==> src/rtl/cdb_pkg.sv <==
// cdb_pkg: shared CDB sizes, functional-unit indices and reservation-station selector encoding
package cdb_pkg;
  localparam int N_REQ = 4;
  localparam int DATA_W = 32;
  localparam int LABEL_W = 4;
  localparam int FU_ALU = 0;
  localparam int FU_MUL = 1;
  localparam int FU_DIV = 2;
  localparam int FU_LS = 3;
  localparam int NO_LABEL = 0;
  typedef enum logic [1:0] {RS_ALU, RS_MUL, RS_DIV, RS_LS} rs_sel_t;
endpackage

==> src/rtl/rr_pick.sv <==
// rr_pick: combinational round-robin picker, first valid index scanning from ptr upward with wrap
module rr_pick #(
  parameter int N = 4,
  parameter int W = $clog2(N)
) (
  input  logic [N-1:0] valid,
  input  logic [W-1:0] ptr,
  output logic [N-1:0] grant,
  output logic [W-1:0] g,
  output logic         any_grant
);
  always_comb begin
    grant = '0;
    g = '0;
    any_grant = 1'b0;
    for (int k = N - 1; k >= 0; k--) begin
      if (valid[(int'(ptr) + k) % N]) begin
        grant = '0;
        grant[(int'(ptr) + k) % N] = 1'b1;
        g = W'((int'(ptr) + k) % N);
        any_grant = 1'b1;
      end
    end
  end
endmodule

==> src/rtl/cdb_scheduler.sv <==
// cdb_scheduler: registered round-robin arbiter driving the common data bus broadcast
module cdb_scheduler import cdb_pkg::*; #(
  parameter int N_REQ = cdb_pkg::N_REQ,
  parameter int DATA_W = cdb_pkg::DATA_W,
  parameter int LABEL_W = cdb_pkg::LABEL_W
) (
  input  logic                       clk,
  input  logic                       nRST,
  input  logic [N_REQ-1:0]           require,
  input  logic [N_REQ*DATA_W-1:0]    reqData,
  input  logic [N_REQ*LABEL_W-1:0]   reqLabel,
  output logic [N_REQ-1:0]           requireAC,
  output logic                       BCEN,
  output logic [LABEL_W-1:0]         BClabel,
  output logic [DATA_W-1:0]          BCdata,
  output logic                       tagErr,
  output logic [15:0]                grantCnt
);
  localparam int PW = $clog2(N_REQ);
  logic [LABEL_W-1:0] labels [N_REQ];
  logic [DATA_W-1:0] datas [N_REQ];
  logic [N_REQ-1:0] valid;
  logic [PW-1:0] ptr, g;
  logic any_grant;
  for (genvar i = 0; i < N_REQ; i++) begin : g_slice
    assign labels[i] = reqLabel[i*LABEL_W +: LABEL_W];
    assign datas[i] = reqData[i*DATA_W +: DATA_W];
    assign valid[i] = require[i] && labels[i] != LABEL_W'(NO_LABEL);
  end
  rr_pick #(.N(N_REQ)) u_pick (
    .valid(valid),
    .ptr(ptr),
    .grant(requireAC),
    .g(g),
    .any_grant(any_grant)
  );
  always_ff @(posedge clk) begin
    if (!nRST) begin
      BCEN <= 1'b0;
      BClabel <= '0;
      BCdata <= '0;
      ptr <= '0;
      tagErr <= 1'b0;
      grantCnt <= '0;
    end else begin
      BCEN <= any_grant;
      BClabel <= any_grant ? labels[g] : '0;
      BCdata <= any_grant ? datas[g] : '0;
      ptr <= any_grant ? ((int'(g) == N_REQ - 1) ? '0 : g + 1'b1) : ptr;
      grantCnt <= grantCnt + 16'(any_grant);
      tagErr <= tagErr | (|(require & ~valid));
    end
  end
endmodule

==> config.mk <==
export PLATFORM = sky130hd
export DESIGN_NAME = cdb_scheduler
export DESIGN_NICKNAME = d
export VERILOG_FILES = /design/src/rtl/cdb_pkg.sv /design/src/rtl/rr_pick.sv /design/src/rtl/cdb_scheduler.sv
export SDC_FILE = /design/constraint.sdc
export NUM_CORES = 1
export LEC_CHECK = 0
export BUFFER_PORTS_ARGS = -buffer_cell sky130_fd_sc_hd__buf_2
export CAP_MARGIN = 20
export CORE_ASPECT_RATIO = 0.5
export CORE_MARGIN = 3
export CORE_UTILIZATION = 45
export DETAILED_ROUTE_END_ITERATION = 10
export PLACE_DENSITY = 0.84
export SYNTH_ARGS = -nofsm -noshare
export SYNTH_HDL_FRONTEND = slang
export SYNTH_HIERARCHICAL = 1
export SYNTH_SLANG_ARGS = --single-unit
export TNS_END_PERCENT = 5
==> constraint.sdc <==
create_clock -name clk -period 6.71 [get_ports clk]
set_clock_uncertainty 0.05 [all_clocks]
set_input_delay 1.342 -clock clk [delete_from_list [all_inputs] [get_ports clk]]
set_output_delay 1.342 -clock clk [all_outputs]
set_load 0.05 [all_outputs]
Yosys cells after proc, flatten, opt, wreduce, memory -nomap -nowiden

Index checks and enable logic that the tools add are counted.

Register bits: 56
Output and inout bits: 58
Word-level logic and storage cells: 83

$add $sub $neg: 5
Magnitude comparators: 9
Eq/ne operators: 1
Multiplexer cells: 38
Bitwise logic cells: 7
Reductions and logical operators: 17

Operator list:

| kind                                                                         | count |
|---|---|
| 32-bit binary-select mux with 2-bit select                                   | 1 |
| 32-bit two-way mux                                                           | 2 |
| 4-bit two-way mux                                                            | 6 |
| 16-bit by 1-bit adder with 16-bit output                                     | 1 |
| 4-bit nonzero test                                                           | 4 |
| 1-bit two-way mux                                                            | 15 |
| 3-bit by 4-bit less-than comparator with 1-bit output, second input constant | 3 |
| 2-bit two-way mux                                                            | 5 |
| 3-bit by 1-bit >= comparator with 1-bit output, second input constant        | 3 |
| 1-bit binary-select mux with 2-bit select                                    | 4 |
| 4-bit binary-select mux with 2-bit select                                    | 1 |
| 1-bit demux with 2-bit select                                                | 4 |
| 1-bit logical AND                                                            | 8 |
| 2-bit OR reduction                                                           | 3 |
| 2-bit by 1-bit adder with 2-bit output, second input constant                | 2 |
| 2-bit adder, second input constant                                           | 2 |
| 4-bit bitwise AND                                                            | 1 |
| 4-bit inverter                                                               | 1 |
| 4-bit OR reduction                                                           | 1 |
| 1-bit bitwise AND, first input constant                                      | 3 |
| 3-bit >= comparator, second input constant                                   | 1 |
| 2-bit by 3-bit less-than comparator with 1-bit output, second input constant | 1 |
| 2-bit inverter with 3-bit output                                             | 1 |
| 2-bit by 1-bit == test with 1-bit output, second input constant              | 1 |
| other kinds (3)                                                              | 3 |

Longest topological paths before layout

Word-level depth: 14
Depth in mapped cells: 13
Gate-level depth less buffers: 10

By module

The synthesis kept the hierarchy.

Modules (own cells, without submodules):

| module        | times used | cells an instance | area each (um^2) | seq. area each (um^2) |
|---|---|---|---|---|
| cdb_scheduler | 1          | 217               | 2723.9           | 1121.1 |
| rr_pick       | 1          | 61                | 509.2            | 0.0 |

Worst setup path before layout

OpenSTA, ideal clock, no wires.

Path type: input port to output port
Start: input reqLabel[4]
End: output requireAC[0]
Arrival: 3.517 ns
Required time: 5.318 ns
Path slack: 1.801 ns
Stages on the path: 7
Path through: nor4_1 nor2b_1 buf_6 mux4_2 nor2b_4 a22oi_1 a31oi_1

Longest elaborated chain between the ends: 9
Elaborated cells on any way between the ends: 17
Classes of those cells: mux: 15; reduce/logical: 2

Ends and longest elaborated chain:

| element                                               | line                | source |
|---|---|---|
| from (decl)                                           | cdb_scheduler.sv:11 | `input logic [N_REQ*LABEL_W-1:0] reqLabel,` |
| 4-bit nonzero test *                                  | cdb_scheduler.sv:28 | `assign valid[i] = require[i] && labels[i] != LABEL_W'(NO_LABEL);` |
| 1-bit logical AND *                                   | cdb_scheduler.sv:28 |  |
| via valid[1]                                          | cdb_scheduler.sv:22 | `logic [N_REQ-1:0] valid;` |
| 1-bit binary-select mux with 2-bit select             | rr_pick.sv:17       | `if (valid[(int'(ptr) + k) % N]) begin` |
| 1-bit two-way mux (implied by the code) (2 in series) | rr_pick.sv:17       |  |
| 4-bit two-way mux (3 in series)                       | rr_pick.sv:17       |  |
| 4-bit two-way mux *                                   | rr_pick.sv:17       |  |
| to (decl)                                             | cdb_scheduler.sv:12 | `output logic [N_REQ-1:0] requireAC,` |

Mark *: on every way through the listed nets, which the timed path passes. The rest lies on a longest branch. The select of a mux whose other input is x is not followed.

Worst setup path after layout

Same ends and word-level chain as after synthesis.

==> summary.md <==
| Metric | Value |
|---|---|
| Relative slew slack | 57.23% |
| Total clock sinks | 56 |
| Hold Path Class | reg2reg |
| Largest net degree at the start of global routing | 38 |
| Synth Register Bits | 56 |
| CP Class | in2out |
| Critical path arrival | 3.41 ns |
| Slew @ Worst Pin | 0.6407 ns |
| Hold_sp | grantCnt[15] |
| Row Count | 21 |
| Reg2reg path depth | 8 |
| CTS H-Tree Depth | 2 |
| Clock Latency Late Sink | 0.29 ns |
| Finished Cell Area | 4482 um2 |
| Req. time, crit path | 5.32 ns |
| Antenna diodes | 0 |
| Vias post-DR | 3,026 |
| FF-to-FF End | BCdata[25] |
| Share of layout cells above drive strength 1 | 55.21% |
| Slew Limit Fails | 0 |
| DR iter-0 viols | 193 |
| Tot Pwr | 1.784 mW |
| Drt pass-1 iters | 4 |
| DP Cell Count | 563 |
| First-pass GRT wire length | 14,520 um |
| Yosys warns | 6 |
| Syn avg cell area | 11.63 um2 |
| TNS Setup | 0 ns |
| All-Layer GR Usage | 22.21% |
| Hold Path End | grantCnt[15] |
| Final setup viols | 0 |
| Core area | 6832 um2 |
| Core Util, Final | 65.60% |
| Initial Util | 47.33% |
| Startpoint types | input port |
| Outcome | complete, no violations |
| Total CTS buffers | 5 |
| Tcrit/Tclk final | 71.54% |
| DPL Wire Length | 7969 um |
| Setup Buffers After CTS | 0 |
| Max_cap viols | 0 |
| Pleak | 2.100 nW |
| PD cells | 398.1 nW/um2 |
| Hold-fix buffers, CTS | 0 |
| Chip height | 65.94 um |
| Antenna violations before repair | 0 |
| Gpl congestion | 0.7952 |
| Die width | 125.9 um |
| Top FF cell, synth | dfxtp_1 |
| Post-Syn Instances | 278 |
| Non-Filler Instances | 572 |
| Vias in the first global route | 2,851 |
| DRC viols | 0 |
| IO Pins | 208 |
| EDFF count, synth | 0 |
| Post-layout nets | 640 |
| Buffer type at the clock tree root | clkbuf_16 |
| CTS resizes | 0 |
| FF-to-FF setup slack | 2.77 ns |
| Worst hold slack | 0.4404 ns |
| Die area | 8299 um2 |
| Hold path depth | 2 |
| FF-to-FF Start | ptr[0] |
| Port-buffer cells | 207 |
| GRT Residual Overflow | 0 |
| Post-synthesis sequential area ratio | 34.67% |
| Remaining antenna violation count | 0 |
| Final worst-path setup slack | 1.910 ns |
| Placed cell areas | 4317 um2 |
| Post-synth cell types | 42 |
| Critical path peak fanout | 9 |
| CP endpoint kind | output pin |
| Final hold viol count | 0 |
| VDD IR max | 0.2042 mV |
| CP startpoint | reqLabel[4] |
| Synthesized Nets | 439 |
| Syn Std Cell Area | 3233 um2 |
| Synthesis-to-layout area growth | 38.62% |
| RSZ-0062 raised after global routing | no |
| DR vias/cell | 5.290 |
| Fin crit period | 4.800 ns |
| Clock slew at reported path FFs | 0.07 ns |
| Post-synthesis async set-or-reset flop share | 0% |
| FMAX | 0.2083 GHz |
| CTS tree | built |
| Final wirelength | 9412 um |
| Clock buffer depth | 2 |
| WL/cell | 16.45 um |
| DP Worst Slack | 1.894 ns |
placed cells by master (no fill, tap or decap), types with 2 or more instances in the layout:
master | synthesis | routed
inv_1 | 4 | 4
and4_1 | 4 | 4
a22oi_1 | 5 | 5
mux4_2 | 38 | 38
xor2_1 | 7 | 7
and2_1 | 2 | 2
mux2i_1 | 4 | 4
nor3_2 | 1 | 2
o21ai_0 | 4 | 4
nor2b_1 | 41 | 41
dfxtp_1 | 56 | 56
nand2_1 | 11 | 11
nor4_1 | 5 | 5
a21oi_1 | 5 | 4
nor2_1 | 22 | 22
xnor2_1 | 4 | 4
buf_2 | 5 | 207
nand2b_1 | 2 | 2
nand4_1 | 8 | 8
nand3_1 | 5 | 5
clkbuf_16 | 0 | 5
ha_1 | 11 | 11
a31oi_1 | 5 | 5
cells in the mapped netlist (all sizes together), types with 2 or more instances:
library cell	instances	area share (%)
xnor2	4	1.1
a31oi	5	0.97
dfxtp	56	35
nor4	5	0.97
nor2	22	2.6
buf	13	3.3
o21ai	4	0.62
inv	4	0.46
and2	2	0.39
xor2	7	1.9
mux2i	6	2.4
clkbuf	3	0.35
nand3	6	1.1
a22oi	5	1.2
nand4	8	1.5
nor3	3	0.62
mux4	38	26
and4	4	1.1
ha	11	4.3
nand2	11	1.3
a21oi	5	0.77
mux2	2	0.81
nor2b	42	8.4
nand2b	2	0.39
where the power goes:
part	internal, mW	total (mW)	switching, mW
sequential	0.404	0.449	0.0452
clock	0.139	0.257	0.118
combinational	0.454	1.08	0.624
worst max-delay path by stage:
stage,endpoint,cells after the start
2_1_floorplan,requireAC[0],7
3_3_place_gp,BCdata[25],9
3_5_place_dp,BCdata[25],9
4_1_cts,requireAC[0],8
5_1_grt,requireAC[2],8
6_report,requireAC[0],8
metal layers:
| layer | global-route usage, % | vias up | part of all wire, % |
|---|---|---|---|
| met3 | 5.081 | 18 | 5.7 |
| met5 | 0 | - | 0 |
| met4 | 6.150 | 0 | 1.8 |
| li1 | - | 1438 | - |
| met1 | 28.08 | 1454 | 41 |
| met2 | 38.90 | 116 | 51 |
layout make-up:
type / count / area, um2
fillers: 580 / 2350
clock inverters: 2 / 16.27
inverters: 4 / 15.01
repair buffers: 210 / 1091
well taps: 92 / 115.1
multi-input cells: 202 / 1994
flip-flops and latches: 56 / 1121
clock buffers: 6 / 128.9
kinds of logic (layout without fill, tap and decap cells):
kind of cell	Yosys count	after routing	share of synthesized area (%)
AO/OA/AOI/OAI	22	22	4.373
XOR/XNOR	11	11	2.980
adder cells (fa/ha/maj)	11	11	4.257
buffers and inverters	20	222	4.141
flip-flops	56	56	34.68
multiplexers	46	46	29.64
AND/OR/NAND/NOR	112	112	19.93
state kept, by name (all words and copies together), names as in the netlist:
register / cells
grantCnt: 16
tagErr: 1
ptr: 2
BClabel: 4
BCdata: 32
BCEN: 1
worst max-delay path, cell delays in order:
cell and delay (ns):
buf_2 0.11, nor4_1 0.42, nor2b_1 0.24, mux4_2 0.59, nor2b_4 0.17, a22oi_1 0.08
a31oi_1 0.18, buf_2 0.29
(Power assumes the default switching activity.)
